===== src/rtl/nbbpu_ram_pkg.sv =====
// Shared types and constants for the NBBPU data RAM arbiter.
package nbbpu_ram_pkg;

  localparam int unsigned DEFAULT_DATA_WIDTH = 16;
  localparam int unsigned DEFAULT_ADDR_WIDTH = 16;

  localparam logic PORT_LOADER = 1'b0;
  localparam logic PORT_CPU    = 1'b1;

  typedef enum logic [1:0] {
    IDLE   = 2'd0,
    ACCESS = 2'd1,
    DONE   = 2'd2
  } state_t;

endpackage


===== src/rtl/ram_arbiter_pick.sv =====
// Combinational winner select between loader (port 0) and CPU (port 1).
// On a tie the port that was not served last wins.
module ram_arbiter_pick
  import nbbpu_ram_pkg::*;
(
  input  logic request0,
  input  logic request1,
  input  logic last_served,
  output logic valid,
  output logic winner
);

  always_comb begin
    valid  = request0 | request1;
    winner = PORT_LOADER;
    if (request0 && request1) begin
      winner = (last_served == PORT_LOADER) ? PORT_CPU : PORT_LOADER;
    end else if (request1) begin
      winner = PORT_CPU;
    end
  end

endmodule


===== src/rtl/ram_arbiter.sv =====
// Two-port arbiter for the single-port NBBPU data RAM: one access per two clocks.
// Define RAM_ARBITER_ROUND_ROBIN_EN for round-robin ties; otherwise port 0 always wins ties.
module ram_arbiter
  import nbbpu_ram_pkg::*;
#(
  parameter int unsigned DATA_WIDTH = DEFAULT_DATA_WIDTH,
  parameter int unsigned ADDR_WIDTH = DEFAULT_ADDR_WIDTH
) (
  input  logic                  clock,
  input  logic                  reset,
  input  logic                  p0_request,
  input  logic                  p0_write,
  input  logic [ADDR_WIDTH-1:0] p0_address,
  input  logic [DATA_WIDTH-1:0] p0_write_data,
  output logic                  p0_grant,
  output logic                  p0_done,
  output logic [DATA_WIDTH-1:0] p0_read_data,
  input  logic                  p1_request,
  input  logic                  p1_write,
  input  logic [ADDR_WIDTH-1:0] p1_address,
  input  logic [DATA_WIDTH-1:0] p1_write_data,
  output logic                  p1_grant,
  output logic                  p1_done,
  output logic [DATA_WIDTH-1:0] p1_read_data,
  output logic                  ram_write_enable,
  output logic [ADDR_WIDTH-1:0] ram_address,
  output logic [DATA_WIDTH-1:0] ram_write_data,
  input  logic [DATA_WIDTH-1:0] ram_read_data
);

  state_t                state;
  state_t                state_next;
  logic                  load;
  logic                  pick_valid;
  logic                  pick_port;
  logic                  last_port;
  logic                  owner;
  logic                  lat_write;
  logic                  sel_write;
  logic [ADDR_WIDTH-1:0] sel_address;
  logic [DATA_WIDTH-1:0] sel_write_data;

  ram_arbiter_pick u_pick (
    .request0    (p0_request),
    .request1    (p1_request),
    .last_served (last_port),
    .valid       (pick_valid),
    .winner      (pick_port)
  );

`ifdef RAM_ARBITER_ROUND_ROBIN_EN
  // Last-served pointer; reset value makes the first tie go to the loader.
  always_ff @(posedge clock or posedge reset) begin
    if (reset) begin
      last_port <= PORT_CPU;
    end else if (load) begin
      last_port <= pick_port;
    end
  end
`else
  assign last_port = PORT_CPU;
`endif

  always_ff @(posedge clock or posedge reset) begin
    if (reset) begin
      state <= IDLE;
    end else begin
      state <= state_next;
    end
  end

  // DONE samples requests exactly like IDLE so back-to-back accesses take two clocks.
  always_comb begin
    state_next = state;
    load       = 1'b0;
    case (state)
      IDLE, DONE: begin
        if (pick_valid) begin
          load       = 1'b1;
          state_next = ACCESS;
        end else begin
          state_next = IDLE;
        end
      end
      ACCESS:  state_next = DONE;
      default: state_next = IDLE;
    endcase
  end

  always_comb begin
    sel_write      = p0_write;
    sel_address    = p0_address;
    sel_write_data = p0_write_data;
    if (pick_port == PORT_CPU) begin
      sel_write      = p1_write;
      sel_address    = p1_address;
      sel_write_data = p1_write_data;
    end
  end

  // Write enable is a register so async reset drops it mid-access.
  always_ff @(posedge clock or posedge reset) begin
    if (reset) begin
      p0_grant         <= 1'b0;
      p1_grant         <= 1'b0;
      p0_done          <= 1'b0;
      p1_done          <= 1'b0;
      p0_read_data     <= '0;
      p1_read_data     <= '0;
      ram_write_enable <= 1'b0;
      ram_address      <= '0;
      ram_write_data   <= '0;
      owner            <= PORT_LOADER;
      lat_write        <= 1'b0;
    end else begin
      p0_grant         <= load && (pick_port == PORT_LOADER);
      p1_grant         <= load && (pick_port == PORT_CPU);
      p0_done          <= (state == ACCESS) && (owner == PORT_LOADER);
      p1_done          <= (state == ACCESS) && (owner == PORT_CPU);
      ram_write_enable <= load && sel_write;
      if (load) begin
        owner          <= pick_port;
        lat_write      <= sel_write;
        ram_address    <= sel_address;
        ram_write_data <= sel_write_data;
      end
      if ((state == ACCESS) && !lat_write) begin
        if (owner == PORT_LOADER) begin
          p0_read_data <= ram_read_data;
        end else begin
          p1_read_data <= ram_read_data;
        end
      end
    end
  end

endmodule


===== config.mk =====
export PLATFORM = sky130hd
export DESIGN_NAME = ram_arbiter
export DESIGN_NICKNAME = d
export VERILOG_FILES = /design/src/rtl/nbbpu_ram_pkg.sv /design/src/rtl/ram_arbiter_pick.sv /design/src/rtl/ram_arbiter.sv
export SDC_FILE = /design/constraint.sdc
export NUM_CORES = 1
export LEC_CHECK = 0
export BUFFER_PORTS_ARGS = -buffer_cell sky130_fd_sc_hd__buf_2
export CORE_MARGIN = 2
export CORE_UTILIZATION = 25
export CTS_CLUSTER_DIAMETER = 60
export DETAILED_ROUTE_END_ITERATION = 6
export PLACE_DENSITY = 0.6
export SLEW_MARGIN = 20
export SYNTH_ARGS = -nofsm -noshare
export SYNTH_HDL_FRONTEND = slang
export SYNTH_SLANG_ARGS = --single-unit

===== constraint.sdc =====
create_clock -name clock -period 2.66 [get_ports clock]
set_input_delay 0.399 -clock clock [delete_from_list [all_inputs] [get_ports clock]]
set_output_delay 0.399 -clock clock [all_outputs]
set_load 0.01 [all_outputs]

==> results.ini <==
[status]
status = finished, final reports clean

[global_route]
grt_use_total_pct = 12.4
antenna_found_initial = 0
grt_pass1_wl_mm = 12.5
grt_pass1_vias = 2524
grt-ovfl-total = 0
grt_max_degree = 53

[pwr]
vdd_ir_drop_max_mv = 0.335
power.density_nw_per_um2 = 928
leakage_nw = 2.38
p_int_mw = 2.90
p_sw_mw = 1.18
switching_share_pct = 28.9
seq_power_share_pct = 40.4
p_clk_share_pct = 32.2
p_comb_share_pct = 27.4

[floorplan]
core.rowCount = 40
core_area_um2 = 12100
die_h_um = 116
dieArea_um2 = 13300
start_util_pct = 25.8
num_io_pins = 155
die-width_um = 116

[layout]
nets = 514
fillers = 1236
ff_latch_area_um2 = 1830
drive_gt1_share_pct = 50.1
syn2layout_area_growth_pct = 41.5
multiInputGateArea_um2 = 935
num_antenna_cells = 0

[yosys]
synth_top_family_by_area = multiplexers
yosys_warnings = 0
synthXorXnorAreaFrac_pct = 0
synth_fa_ha_area_share_pct = 0
synth-async-reset-ratio_pct = 100
synth_cell_type_count = 18
ys_ff_latch = 73
synth.area.top_cells = dfrtp_1 59%, mux2_2 12%, a222oi_1 11%
synthMuxAreaShare_pct = 11.6
synth_top_flop_cell = dfrtp_1
yosys.area_share.simple_pct = 7.00
syn_area_per_cell_um2 = 11.4
synth_most_common_cell = dfrtp_1
ys_top_cells_by_count = 73 x dfrtp_1, 69 x inv_1, 33 x a222oi_1, 33 x nor2_1, 32 x mux2_2
synth-edff-count = 0
synth_compound_area_share_pct = 11.2
synth.cell_area_um2 = 3110
syn-num-nets = 358
synth.top_cell.area_share_pct = 58.8
synthesis.instances = 272
seq_area_frac_synth_pct = 58.8
synth_area_leader_cell = dfrtp_1

[timing]
finClkSkew_ps = 5.53
worstMarginPinSlew_ps = 922
finalSetupViolCount = 0
fin_crit_ps = 1800
max_freq_mhz = 555
final_hold_viol_count = 0
finalCritPeriodShare_pct = 67.8
rsz0062_at_grt = false
worst_hold_slack_ps = 240
relSlewSlack_pct = 38.5
maxSlewViolCount = 0
setup_tns_ps = 0

[clocking]
cts.clk_slew.worst_paths_ps = 60
cts_root_buf = clkbuf_16
post_cts_buffers = 0
clock_sinks = 73
cts_tree = yes
htree_num_levels = 3
clock_latency_ps = 330
cts.repair.resized = 0
cts_hold_buf = 0
cts_buffers = 9
clockBufferDepth = 2

[routing]
drt-initial-drc-count = 193
postRouteAntennaNets = 0
drc = 0
vias = 2608
drt_wl_total_mm = 8.20
via_per_inst = 4.34
routedWlPerCell_um = 13.6
drtPass1Iterations = 6

[setup_path]
critPathMaxFanout = 19
worstPathArrival_ps = 2010
end_kind = register
cp-start-kind = register
crit_required_ps = 2870
worstSetupPathType = reg -> reg

[hold_path]
holdCritPathClass = in -> async

[flow_run]
maxCapViolations = 0

[place]
gp_congestion = 0.733
dpl.hpwl_mm = 5.99
io_buffers = 154

worst max-delay path, stage by stage, from the launching register on:
cell,delay (ps)
dfrtp_1,550
o21bai_2,450
buf_4,300
a222oi_1,370
per-stage QoR:
stage	setup WS [ps]	std cells	utilization, %	total power [mW]	area, um^2
finish	857	601	36.5	4.08	4400
global route	684	601	36.5	4.33	4400
CTS	831	601	36.5	4.16	4400
detailed placement	835	585	33.7	2.81	4070
global placement	892	585	33.7	2.77	4070
floorplan	408	272	-	2.28	3110
sequential cells by signal (all words and copies together), names as in the netlist:
signal and flops:
ram_address 16, p1_done 1, ram_write_enable 1, p0_done 1, p0_grant 1, p0_read_data 16
p1_read_data 16, owner 1, state 2, ram_write_data 16, p1_grant 1, lat_write 1
metal layers:
metal / vias up / wire length [um] / GRT usage [%] / share of wire [%]
met2: 124 / 3830 / 19.3 / 47
met3: 8 / 685 / 5.28 / 8.4
met1: 1248 / 3590 / 15.8 / 44
met4: 0 / 94 / 3.37 / 1.1
li1: 1228 / - / - / -
met5: - / 0 / 0 / 0
power groups by stage:
stage	combinational [mW]	clock (mW)	sequential [mW]
2_1_floorplan	0.457	0	1.82
3_3_place_gp	1.11	0	1.66
3_5_place_dp	1.14	0	1.68
4_1_cts	1.14	1.36	1.66
5_1_grt	1.24	1.40	1.69
6_report	1.12	1.31	1.65
area by class of cell:
cell class	instances	area share [%]
Timing Repair Buffer	163	19.1
Clock inverter	5	1.76
Tap cell	168	4.78
Sequential cell	73	41.5
Inverter	69	5.91
Multi-Input combinational cell	112	21.2
Clock buffer	11	5.74
cell families (layout without fill, tap and decap cells):
logic type	after synthesis	after routing
multiplexers	32	32
AND/OR/NAND/NOR	44	44
AO/OA/AOI/OAI	36	36
buffers and inverters	87	248
flip-flops	73	73
placed cells by master (no fill, tap or decap):
| cell | instances |
|---|---|
| a21oi_1 | 2 |
| a222oi_1 | 33 |
| and2_1 | 2 |
| and2b_2 | 1 |
| and4bb_1 | 1 |
| buf_2 | 154 |
| buf_4 | 9 |
| bufinv_16 | 2 |
| clkbuf_16 | 9 |
| clkbuf_8 | 2 |
| clkinv_2 | 3 |
| clkinvlp_4 | 1 |
| dfrtp_1 | 73 |
| inv_1 | 68 |
| mux2_2 | 32 |
| nand2_1 | 1 |
| nand2b_1 | 1 |
| nand3b_1 | 1 |
| nor2_1 | 33 |
| nor2b_1 | 1 |
| nor2b_2 | 2 |
| nor4b_4 | 1 |
| o21bai_2 | 1 |
final timing paths:
| kind | startpoint | end | slack (ps) | cells past startpoint |
|---|---|---|---|---|
| worst max register to register | state[0]$_DFF_PP0_ | ram_address[0]$_DFFE_PP0P_ | 860 | 3 |
| min in group clock | p0_address[7] | ram_address[7]$_DFFE_PP0P_ | 310 | 3 |
| worst max-delay path | state[0]$_DFF_PP0_ | ram_address[0]$_DFFE_PP0P_ | 860 | 3 |
| worst min-delay path | reset | p0_read_data[8]$_DFFE_PP0P_ | 240 | 2 |
| worst min register to register | p1_read_data[2]$_DFFE_PP0P_ | p1_read_data[2]$_DFFE_PP0P_ | 500 | 1 |
| max in group asynchronous | reset | p1_read_data[1]$_DFFE_PP0P_ | 1710 | 3 |
Power figures use the tool's default switching activity.
